[src/rtl/fp_regfile_wb.sv]
// FP register file, condition-code register and fixed-latency writeback scoreboard for coprocessor 1.
// Optional macro FP_BYPASS_EN forwards writeback data/CC to reads and the hazard check.
module fp_regfile_wb #(
    parameter int unsigned LAT = 2
) (
    input  logic        clk,
    input  logic        rst,
    input  logic        issue_valid,
    output logic        issue_ready,
    input  logic [4:0]  issue_fs,
    input  logic [4:0]  issue_ft,
    input  logic [4:0]  issue_fd,
    input  logic        issue_wr,
    input  logic        issue_cc,
    output logic [31:0] din1,
    output logic [31:0] din2,
    input  logic [31:0] res_data,
    input  logic        res_cc,
    input  logic [4:0]  rd_addr,
    output logic [31:0] rd_data,
    output logic        cc_out,
    output logic        cc_pending,
    output logic        busy
);

    typedef struct packed {
        logic       v;
        logic       wr;
        logic       cc;
        logic [4:0] fd;
    } stage_t;

    logic [31:0]       regs_q [32];
    logic              cc_q, cc_d;
    logic [31:0]       pend_q, pend_d;
    logic              ccp_q, ccp_d;
    stage_t [LAT-1:0]  pipe_q, pipe_d;

    stage_t            wb, ins;
    logic              wb_wr, wb_cc, accept;
    logic [31:0]       wb_mask, set_mask, pend_eff;
    logic              ccp_eff;
    logic [LAT-1:0]    vbits;

    assign wb      = pipe_q[LAT-1];
    assign wb_wr   = wb.v & wb.wr;
    assign wb_cc   = wb.v & wb.cc;
    assign wb_mask = wb_wr ? (32'd1 << wb.fd) : '0;

`ifdef FP_BYPASS_EN
    // The register being written back this cycle is already resolved.
    assign pend_eff = pend_q & ~wb_mask;
    assign ccp_eff  = ccp_q & ~wb_cc;
    assign din1     = (wb_wr && wb.fd == issue_fs) ? res_data : regs_q[issue_fs];
    assign din2     = (wb_wr && wb.fd == issue_ft) ? res_data : regs_q[issue_ft];
    assign rd_data  = (wb_wr && wb.fd == rd_addr)  ? res_data : regs_q[rd_addr];
    assign cc_out   = wb_cc ? res_cc : cc_q;
`else
    assign pend_eff = pend_q;
    assign ccp_eff  = ccp_q;
    assign din1     = regs_q[issue_fs];
    assign din2     = regs_q[issue_ft];
    assign rd_data  = regs_q[rd_addr];
    assign cc_out   = cc_q;
`endif

    assign issue_ready = !(pend_eff[issue_fs] | pend_eff[issue_ft] |
                           (issue_wr & pend_eff[issue_fd]) | (issue_cc & ccp_eff));
    assign accept      = issue_valid & issue_ready;
    assign ins         = '{v: accept, wr: issue_wr, cc: issue_cc, fd: issue_fd};
    assign set_mask    = (accept & issue_wr) ? (32'd1 << issue_fd) : '0;

    generate
        if (LAT > 1) begin : g_shift
            assign pipe_d = {pipe_q[LAT-2:0], ins};
        end else begin : g_single
            assign pipe_d = ins;
        end
        for (genvar g = 0; g < LAT; g++) begin : g_valid
            assign vbits[g] = pipe_q[g].v;
        end
    endgenerate

    assign busy       = |vbits;
    assign cc_pending = ccp_q;

    // Clear before set so a same-cycle re-issue to the retiring register stays pending.
    always_comb begin
        pend_d = (pend_q & ~wb_mask) | set_mask;
        ccp_d  = (ccp_q & ~wb_cc) | (accept & issue_cc);
        cc_d   = wb_cc ? res_cc : cc_q;
    end

    always_ff @(posedge clk) begin
        if (rst) begin
            regs_q <= '{default: '0};
            cc_q   <= 1'b0;
            pend_q <= '0;
            ccp_q  <= 1'b0;
            pipe_q <= '0;
        end else begin
            if (wb_wr) begin
                regs_q[wb.fd] <= res_data;
            end
            cc_q   <= cc_d;
            pend_q <= pend_d;
            ccp_q  <= ccp_d;
            pipe_q <= pipe_d;
        end
    end

endmodule

[config.mk]
export PLATFORM = sky130hd
export DESIGN_NAME = fp_regfile_wb
export DESIGN_NICKNAME = d
export VERILOG_FILES = /design/src/rtl/fp_regfile_wb.sv
export SDC_FILE = /design/constraint.sdc
export NUM_CORES = 2
export LEC_CHECK = 0
export CORE_MARGIN = 10
export CORE_UTILIZATION = 63
export CTS_CLUSTER_DIAMETER = 40
export DETAILED_ROUTE_END_ITERATION = 6
export PLACE_DENSITY_LB_ADDON = 0.2
export SLEW_MARGIN = 0
export SYNTH_ARGS = -nofsm -noshare
export SYNTH_HDL_FRONTEND = slang
export SYNTH_SLANG_ARGS = --single-unit
[constraint.sdc]
create_clock -name clk -period 4.63 [get_ports clk]
set_clock_uncertainty 0.15 [all_clocks]
set_input_delay 0.926 -clock clk [delete_from_list [all_inputs] [get_ports clk]]
set_output_delay 0.926 -clock clk [all_outputs]
set_load 0.1 [all_outputs]
**Word level (Yosys, flattened, before mapping)**

Cells that the tools add are included.

- Order comparisons: 8
- Shift-type cells: 2
- Multiplexer cells: 20
- Bitwise operators: 20
- Reduce and logical (&&, ||, !) cells: 3

Operator list:

| cell | count |
|---|---|
| $bwmux 1024 | 1 |
| $bmux 32 s5 | 3 |
| $mux 32 | 9 |
| $demux 32 s5 | 1 |
| $shl 1x5->32 const A | 2 |
| $and 32x32->32 | 1 |
| $not 32->32 | 1 |
| $or 32x32->32 | 1 |
| $ge 6x6->1 const B | 4 |
| $not 5->6 | 4 |
| $lt 5x6->1 const B | 3 |
| $bmux 1 s5 | 3 |
| $and 1x1->1 | 8 |
| $lt 6x1->1 const B | 1 |
| $or 1x1->1 | 4 |
| $mux 1 | 3 |
| $reduce_or 2->1 | 1 |
| $logic_and 1x1->1 | 1 |
| $logic_not 1->1 | 1 |
| $not 1->1 | 1 |

- Register bits after elaboration: 1,074
- Bits of input ports: 58
- Output and inout bits: 100
- Logic and storage cells: 96

**Depth between registers and ports, before layout**

- Depth in word-level cells: 10
- Gate-level depth with buffers: 9
- Depth with buffers taken out: 6

**Worst setup path after synthesis**

OpenSTA, ideal clock, no wires.

- Path type: input to output
- Start: input rd_addr[1]
- End: output rd_data[0]
- Arrival: 3.191 ns
- Required time: 3.554 ns
- Setup slack: 0.363 ns
- Stages on the path: 7
- Path buffers: 4
- Path through: clkbuf_1 buf_2 buf_2 clkbuf_1 mux4_2 mux4_2 mux2_2

- Word-level cells in the longest chain between the ends: 4

Ends and longest elaborated chain:

| element | RTL line | text |
|---|---|---|
| start: declaration | 19 | `input logic [4:0] rd_addr,` |
| $not 5->6 (implied by the code) | 63 | `assign rd_data = regs_q[rd_addr];` |
| $bmux 32 s5 | 63 |  |
| $mux 32 (implied by the code) (2 in series) | 63 |  |
| end: declaration | 20 | `output logic [31:0] rd_data,` |

Every way passes these cells. The select of a mux whose other input is x is not followed.

**Worst setup path after layout**

- Start: input issue_ft[0]
- End: output din2[11]

- Word-level cells in the longest chain between the ends: 4

Ends and longest elaborated chain:

| element | RTL line | text |
|---|---|---|
| start: declaration | 11 | `input logic [4:0] issue_ft,` |
| $not 5->6 (implied by the code) | 62 | `assign din2 = regs_q[issue_ft];` |
| $bmux 32 s5 | 62 |  |
| $mux 32 (implied by the code) (2 in series) | 62 |  |
| end: declaration | 16 | `output logic [31:0] din2,` |

Every way passes these cells. The select of a mux whose other input is x is not followed.

==> impl_metrics.py <==
metrics = {
    "outcome": {
        "status": "finished, violations left",
        "violations": "DRC",
    },
    "layout": {
        "finalNetCount": 6130,
        "final_cell_area_um2": 71200,
        "areaGrowthSynthToFinish_pct": 15.1,
        "fillCellCount": 6629,
        "final_layout_size_suffix_gt1_share_pct": 28.0,
    },
    "global_routing": {
        "grtUsageTotal_pct": 43.9,
        "grtUsageMet3_pct": 20.3,
        "grt_use_met1_pct": 51.2,
        "grt_overflow": 0,
        "busiest_layer": "met2",
        "grt_pass1_wl_mm": 360,
        "grt_max_degree": 181,
        "grt_pass1_vias": 54900,
        "antenna_found_initial": 20,
        "grtUsageMet2_pct": 61.4,
    },
    "synth": {
        "synth_top_area_share_pct": 35.2,
        "yosys-top-cells-area": "mux4_2, dfxtp_1, nand2_1, a21oi_1, clkbuf_1",
        "syn_area_um2": 61900,
        "synth.avg_cell_area_um2": 10.0,
        "netlist_instances": 6191,
        "yosys_warnings": 0,
        "synthDistinctLibCells": 38,
        "mappedNetlistNets": 6249,
        "yosysMostFrequentCell": "nand2_1",
        "yosysSeqAreaShare_pct": 34.7,
        "ys_ff_latch": 1074,
        "synth_area_leader_cell": "mux4_2",
        "ys_top_cells_by_count": "nand2_1, dfxtp_1, a21oi_1",
        "synthFlopType": "dfxtp_1",
        "synth_edf_count": 0,
        "async_flop_share_pct": 0,
    },
    "sta": {
        "worstMarginPinSlew_ps": 1390,
        "finalSetupTns_ps": 0,
        "slew_viol_final": 0,
        "fin_crit_ps": 4360,
        "setup_viol": 0,
        "timing.final.crit_share_pct": 94.2,
        "fmax_mhz": 229,
        "relSlewSlack_pct": 6.68,
        "finalHoldViolCount": 0,
        "rsz0062_at_grt": "no",
    },
    "floorplanning": {
        "start_util_pct": 63.7,
        "rows": 114,
        "die_h_um": 333,
        "die_w_um": 333,
        "ios": 158,
        "coreArea_um2": 97100,
        "die_area_um2": 111000,
    },
    "place": {
        "place.gp.congestion": 0.946,
        "post_dp_cell_area_um2": 66300,
        "io_buffers": 157,
        "post-dp-hpwl_mm": 147,
    },
    "clock_tree": {
        "post_cts_buffers": 0,
        "clk_latency_ps": 790,
        "cts_hold_buf": 0,
        "cts.clk_slew.worst_paths_ps": 70,
        "cts_sinks": 1074,
        "cts_buffer_depth": 3,
        "post_cts_resized": 0,
        "htreeDepth": 4,
        "numCtsBuffers": 143,
        "cts_tree": "done",
        "clockRootBuffer": "clkbuf_16",
    },
    "critical_path": {
        "path_buf_inv": 4,
        "critical_path.cell_chain": "buf_8 -> buf_12 -> buf_12 -> mux4_2 -> mux4_2 -> mux2_2 -> buf_12",
        "endpoint_kind": "output port",
        "critical_path_class": "primary input to output port",
        "cp.arrival_ps": 3280,
        "slowest_delay_ps": 540,
        "crit_slowest_cell": "mux4_2",
        "reg2reg_slack_ps": 1040,
        "start_kind": "primary input",
        "worstPathMaxFanout": 20,
        "crit_top_cell": "buf_12",
        "crit_required_ps": 3550,
        "cp_top_family": "multiplexers",
    },
    "routing": {
        "vias": 56700,
        "via_per_inst": 7.57,
        "ant_nets": 0,
        "drc": 4,
        "drtIter0Drc": 10800,
        "post_drt_wl_per_cell_um": 33.4,
        "wl_mm": 250,
        "dr.pass1.iters": 7,
    },
    "worst_hold_path": {
        "min_path_type": "register to register",
    },
    "job": {
        "drv_cap": 0,
    },
    "power": {
        "worst_ir_drop_vdd_mv": 0.304,
        "finalPower_uw": 22200,
        "powerDensity_nw_per_um2": 312,
        "power_leakage_uw": 0.0228,
    },
}
path summary, 6_finish.rpt:
path | start | cells past startpoint | to
max | issue_ft[0] | 7 | din2[11]
min | pipe_d[9]$_SDFF_PP0_ | 1 | pipe_q[9]$_SDFF_PP0_
min reg2reg | pipe_d[9]$_SDFF_PP0_ | 1 | pipe_q[9]$_SDFF_PP0_
max reg2reg | pipe_q[10]$_SDFF_PP0_ | 6 | regs_q[611]$_SDFFE_PP0P_
placed cells by master (no fill, tap or decap), types with 4 or more instances in the layout:
cell                n
dfxtp_1          1074
mux2i_1            36
mux2_2             96
nor2_4             24
a21oi_1          1030
bufinv_16          10
buf_4             162
clkinv_4           20
o21ai_0            12
nor3_1              6
mux4_2            967
nor2b_1            24
nand2_1          2083
inv_1               5
nor2_1             17
nand3b_1           36
clkbuf_1           11
nand3_1            14
clkbuf_8           12
nand2b_1           10
nand3_2             7
inv_8               7
or2_2               4
clkinv_2           17
clkinvlp_4         18
buf_12            174
diode_2            19
or3_1               7
clkdlybuf4s50_1    44
inv_6              23
clkbuf_16         144
o31ai_1            19
buf_8               7
a22oi_1             7
nor3_2              8
nand2_2            24
registers in the layout (all words and copies together), names as in the netlist:
register / count
pend_eff: 32
regs_q: 1024
pipe_q: 8
cc_out: 1
cc_pending: 1
pipe_d: 8
per-layer routing:
metal / up-vias / wire [um]
li1: 22200 / -
met1: 27200 / 76500
met2: 5590 / 104000
met3: 1615 / 45000
met4: 24 / 24000
met5: - / 175
worst register-to-register path, stage by stage, from the launching register on:
cell	delay [ps]
dfxtp_1	870
nand3_1	270
or2_2	460
nor3_2	1060
buf_4	420
nand2_1	100
a21oi_1	190
logic make-up after synthesis:
group / count (synthesis) / synth area share [%]
simple gates: 2278 / 14.4
flops: 1074 / 34.7
mux: 1099 / 37.5
buf+inv: 662 / 4.49
compound gates: 1078 / 8.88
metrics by stage:
stage                     hold slack, ps  instances  worst slack [ps]  util, %
after floorplan                      264       6191               363        -
final                                292       7488               269     73.3
after global placement               274       7203               325     68.3
after CTS                            290       7469               287     73.3
after detailed placement             272       7203               289     68.3
after global routing                 311       7474               234     73.3
cell type report:
class	count	area, um2	area share [%]
multi-input cells	4455	37900	53.2
flip-flops and latches	1074	21500	30.2
repair buffers	393	5290	7.43
clock buffers	167	3810	5.35
well taps	1276	1600	2.24
clock inverters	99	1040	1.47
diodes	19	47.5	0.0667
inverters	5	18.8	0.0263
power breakdown:
part / switching [uW] / total (uW) / internal, uW
logic: 1040 / 1610 / 576
registers: 16.8 / 9270 / 9250
clock network: 4710 / 11300 / 6600
(Power assumes the default switching activity.)
